$ cat src/rtl/sha256_msg_sched.sv
// SHA-256 message schedule: loads one 512-bit block into a 16-word sliding window
// and emits W_0..W_{ROUNDS-1}, one word per step, with its round index.
module sha256_msg_sched #(
    parameter int ROUNDS = 64,
    parameter int IDX_W  = 7
) (
    input  logic             clk,
    input  logic             rst,
    input  logic             abort,
    input  logic             blk_valid,
    output logic             blk_ready,
    input  logic [511:0]     blk_data,
    input  logic             step,
    output logic             w_valid,
    output logic [31:0]      w_out,
    output logic [IDX_W-1:0] w_idx,
    output logic             done
);

    typedef enum logic {IDLE, RUN} state_t;

    localparam logic [IDX_W-1:0] LAST_IDX = IDX_W'(ROUNDS - 1);

    state_t           state_q, state_d;
    logic [31:0]      win_q [16];
    logic [31:0]      win_d [16];
    logic [IDX_W-1:0] idx_q, idx_d;
    logic             done_q, done_d;

    function automatic logic [31:0] sig0(input logic [31:0] x);
        return {x[6:0], x[31:7]} ^ {x[17:0], x[31:18]} ^ (x >> 3);
    endfunction

    function automatic logic [31:0] sig1(input logic [31:0] x);
        return {x[16:0], x[31:17]} ^ {x[18:0], x[31:19]} ^ (x >> 10);
    endfunction

    always_comb begin
        state_d = state_q;
        win_d   = win_q;
        idx_d   = idx_q;
        done_d  = 1'b0;
        if (abort) begin
            // Flush discards the partial schedule and any accept or step this cycle.
            state_d = IDLE;
            idx_d   = '0;
            for (int i = 0; i < 16; i++) win_d[i] = '0;
        end else begin
            case (state_q)
                IDLE: begin
                    if (blk_valid) begin
                        for (int i = 0; i < 16; i++) win_d[i] = blk_data[511-32*i -: 32];
                        idx_d   = '0;
                        state_d = RUN;
                    end
                end
                RUN: begin
                    if (step) begin
                        for (int i = 0; i < 15; i++) win_d[i] = win_q[i+1];
                        // win[0] is W_t, so this produces W_{t+16}.
                        win_d[15] = sig1(win_q[14]) + win_q[9] + sig0(win_q[1]) + win_q[0];
                        if (idx_q == LAST_IDX) begin
                            idx_d   = '0;
                            done_d  = 1'b1;
                            state_d = IDLE;
                        end else begin
                            idx_d = idx_q + IDX_W'(1);
                        end
                    end
                end
                default: state_d = IDLE;
            endcase
        end
    end

    always_ff @(posedge clk) begin
        if (rst) begin
            state_q <= IDLE;
            idx_q   <= '0;
            done_q  <= 1'b0;
            for (int i = 0; i < 16; i++) win_q[i] <= '0;
        end else begin
            state_q <= state_d;
            idx_q   <= idx_d;
            done_q  <= done_d;
            for (int i = 0; i < 16; i++) win_q[i] <= win_d[i];
        end
    end

    assign blk_ready = (state_q == IDLE);
    assign w_valid   = (state_q == RUN);
    assign w_out     = win_q[0];
    assign w_idx     = idx_q;
    assign done      = done_q;

endmodule

$ cat config.mk
export PLATFORM = sky130hd
export DESIGN_NAME = sha256_msg_sched
export DESIGN_NICKNAME = d
export VERILOG_FILES = /design/src/rtl/sha256_msg_sched.sv
export SDC_FILE = /design/constraint.sdc
export NUM_CORES = 1
export LEC_CHECK = 0
export BUFFER_PORTS_ARGS = -buffer_cell sky130_fd_sc_hd__buf_2
export CAP_MARGIN = 20
export CELL_PAD_IN_SITES_DETAIL_PLACEMENT = 1
export CELL_PAD_IN_SITES_GLOBAL_PLACEMENT = 2
export CORE_ASPECT_RATIO = 0.9
export CORE_UTILIZATION = 25
export CTS_BUF_LIST = sky130_fd_sc_hd__clkbuf_8 sky130_fd_sc_hd__clkbuf_16
export CTS_CLUSTER_DIAMETER = 40
export DETAILED_ROUTE_END_ITERATION = 7
export PLACE_DENSITY_LB_ADDON = 0.1
export SLEW_MARGIN = 15
export SYNTH_ARGS = -nofsm -noshare
export SYNTH_HDL_FRONTEND = slang
export SYNTH_SLANG_ARGS = --single-unit
$ cat constraint.sdc
create_clock -name clk -period 5.2 [get_ports clk]
set_clock_uncertainty 0.15 [all_clocks]
set_input_delay 0.52 -clock clk [delete_from_list [all_inputs] [get_ports clk]]
set_output_delay 0.52 -clock clk [all_outputs]
set_load 0.05 [all_outputs]
==> summary.md <==
| Metric | Value |
|---|---|
| Synth Area in Compound Gates | 17.43% |
| Synthesis-to-finish area growth | 36.85% |
| Sequential share of power | 28.8% |
| Initial antenna violation count | 31 |
| Post_cts resized | 0 |
| Final setup fails | 0 |
| P_int | 10.86 mW |
| CP max stage delay | 510 ps |
| Root Driver | clkbuf_16 |
| Adder-cell area share of the yosys netlist | 6.051% |
| Syn_area_per_cell | 9.218 µm² |
| Mux contribution to synthesized area | 18.19% |
| Hold Crit Class | input port to flip-flop |
| DRT iter0 DRCs | 1,113 |
| Largest area contributor in the netlist | dfxtp_1 |
| WHS Path Cells | 3 |
| Async S/R FF share, synth | 0% |
| Hold Slack | 36.60 ps |
| Die Width | 349.2 µm |
| Die height | 314.5 µm |
| Min cycle time layout | 4484 ps |
| CP max stage cell | fa_1 |
| Cell area power density | 412.5 mW/mm² |
| Reg-to-Reg Start | win_q[52] |
| Area of the mapped netlist | 0.02713 mm² |
| RSZ-0062 raised after global routing | false |
| CTS clk-pin slew, worst paths | 50 ps |
| Clock Latency Late Sink | 700 ps |
| Switching Fraction | 29.08% |
| Clock sinks | 521 |
| LEAKAGE | 14.89 nW |
| Initial core utilization | 25.22% |
| R2R Setup Slk | 720 ps |
| CTS tree | done |
| Hold Fails Final Rpt | 0 |
| Total grt overflow | 0 |
| Std cell rows | 114 |
| Maximum clock insertion buffer count | 3 |
| FMAX | 223.0 MHz |
| Final antenna-violating net count | 0 |
| First-pass GRT wire length | 180.0 mm |
| H-Tree Depth | 3 |
| DRT Pass-1 Iters | 5 |
| Port bufs | 558 |
| Seq cells post-synth | 521 |
| Post-synthesis cell type count | 55 |
| Final Cycle Share | 86.23% |
| Status | complete, no violations |
| Syn Nets | 3,554 |
| Die area | 0.1098 mm² |
| Fin nets | 4,151 |
| Maximum vdd drop | 0.0002908 V |
| Final Max Tran Viols | 0 |
| Worst hold start | blk_data[485] |
| WHS Endpoint | w_out[5] |
| Dpl ws | 785.0 ps |
| Simple-gate area share of the yosys netlist | 8.893% |
| Syn. warnings | 0 |
| Kind of critical path | flip-flop to flip-flop |
| Largest net degree at the start of global routing | 149 |
| Post-synth EDFFs | 0 |
| Reg2reg end | win_q[29] |
| Hold_buf cts | 189 |
| Most frequent CP cell | fa_1 |
| Required @ worst endpoint | 5610 ps |
| Crit-path max FO | 5 |
| GP Congestion | 0.8707 |
| Setup TNS | 0 ps |
| Type of origin of the critical path | flip-flop |
| DR vias/cell | 4.723 |
| Total CTS buffers | 115 |
| Routed len/inst | 25.25 µm |
| DR DRC count | 0 |
| Via count | 24,090 |
| Synth Instances | 2,943 |
| CP Data Arrival Time | 4890 ps |
| Fin util | 34.52% |
| Post-CTS Repair Setup Buffers | 0 |
| Synth top area share | 38.45% |
| Vias in the first global route | 25,580 |
| Final WS setup | 716.1 ps |
| Predominant post-synthesis flop cell | dfxtp_1 |
| Psw | 4.453 mW |
| # Max-Cap Violations | 0 |
| Synth top area cells | dfxtp_1 (38%), mux2i_1 (18%), a211oi_1 (14%) |
| Worst r2r path cells | 14 |
| I/O pin cnt | 559 |
| Slew margin rel. | 16.14% |
| Total track usage | 22.82% |
| Logic pwr share | 17.8% |
| Core area | 0.1075 mm² |
| Worst setup EP type | flip-flop |
| DP HPWL | 99.86 mm |
| Main combinational cell family by area after synthesis | multiplexers |
| DRT Wirelength | 128.8 mm |
| Slew @ Worst Pin | 1258 ps |
| Share of cells above drive strength 1 | 22.55% |
| Synth Area in XOR/XNOR | 4.585% |
| Clock share of power | 53.4% |
| Total Power | 15.31 mW |
| Post-synthesis sequential area ratio | 38.45% |
| CP Cell Sequence | xor2_1, xnor2_1, fa_1, inv_1, fa_1, ha_1, fa_1, a211oi_2, o21ai_2, a21oi_2, o41ai_4, a211oi_2, xor2_1, o22ai_1 |
metal layers:
layer  global-route usage, %  routed length (µm)  vias up
met4                   6.978                3413       32
met2                   36.76               59350      492
met1                   29.84               58740    11730
met5                       0                 218        -
li1                        -                   -    11660
met3                   5.749                7078      179
through the flow:
| step | cell area, µm² | std cells |
|---|---|---|
| 2_1_floorplan | 27130 | 2943 |
| 3_3_place_gp | 30870 | 4684 |
| 3_5_place_dp | 30870 | 4684 |
| 4_1_cts | 37100 | 5090 |
| 5_1_grt | 37120 | 5098 |
| 6_report | 37120 | 5101 |
worst max-delay path, delay by kind of cell, from the launching register on:
kind                     cells  cell delay [ps]
flip-flops                   1              450
AO/OA/AOI/OAI                6             1470
XOR/XNOR                     3              570
buffers and inverters        1               90
adder cells (fa/ha/maj)      4             1600
power by group through the flow:
stage / logic, mW / clock network, mW / registers (mW)
3_3_place_gp: 2.59 / 0 / 4.49
4_1_cts: 2.75 / 8.36 / 4.42
6_report: 2.72 / 8.18 / 4.41
3_5_place_dp: 2.60 / 0 / 4.49
2_1_floorplan: 1.71 / 0 / 4.36
5_1_grt: 2.97 / 8.53 / 4.43
cell type report:
| class | count | area (µm²) |
|---|---|---|
| fill | 12330 | 70420 |
| clock inverter | 83 | 1191 |
| antenna | 11 | 27.53 |
| clock buffer | 134 | 3139 |
| sequential | 521 | 10430 |
| tap | 1450 | 1814 |
| multi-input combinational | 1995 | 14970 |
| timing repair buffer | 784 | 5087 |
| inverter | 123 | 461.7 |
worst max-delay path by stage:
stage / from / slack [ps] / end
floorplan: win_q[50] / 1190 / win_q[29]
global placement: win_q[52] / 750 / win_q[29]
detailed placement: win_q[52] / 790 / win_q[29]
CTS: win_q[52] / 740 / win_q[29]
global route: win_q[52] / 570 / win_q[29]
finish: win_q[52] / 720 / win_q[29]
registers in the layout (all words and copies together), names as in the netlist:
name	count
win_q	480
w_out	32
w_idx	7
done	1
w_valid	1
cells in the mapped netlist, drive strengths merged (4+ instances only):
cell type	count
nor2	523
dfxtp	521
a211oi	494
mux2i	493
clkbuf	257
inv	123
xnor2	87
a21oi	64
fa	62
xor2	55
buf	47
nand2	46
o21ai	40
ha	32
o221ai	12
nand4	9
nand3	8
o21bai	7
o21a	6
o22ai	6
a21o	5
nor3	5
nor2b	4
nor4	4
cell families (layout without fill, tap and decap cells):
kind of cell,count (synthesis),in the layout
buffers and inverters,427,1124
muxes,493,493
adders and majority gates,94,94
xor gates and xnor gates,142,142
DFF,521,521
AOI/OAI and AO/OA,654,654
other,0,11
and+or+nand+nor,612,612
placed cells by master (no fill, tap or decap), types with 3 or more instances in the layout:
cell	synthesis	layout
clkbuf_8	0	19
nor2b_1	4	4
nor4_1	3	3
buf_2	9	558
nor2_1	523	523
o21ai_0	37	37
clkbuf_16	0	115
a21oi_2	3	3
xnor2_1	87	87
clkinv_2	0	26
o21bai_1	7	7
nand3_1	8	8
xor2_1	55	55
a22oi_1	3	3
a21oi_1	61	61
nor3_1	5	5
bufinv_16	0	27
o21a_1	6	6
clkinv_4	0	3
buf_12	0	10
ha_1	32	32
a211oi_1	492	492
buf_4	32	27
nand2_1	44	43
nand4_1	9	9
clkinvlp_4	0	11
dlygate4sd3_1	0	189
fa_1	62	62
a21o_1	5	5
mux2i_1	493	493
diode_2	0	11
inv_1	123	133
o22ai_1	6	6
o221ai_1	12	12
dfxtp_1	521	520
No activity file was read; power rests on OpenSTA's default activity.
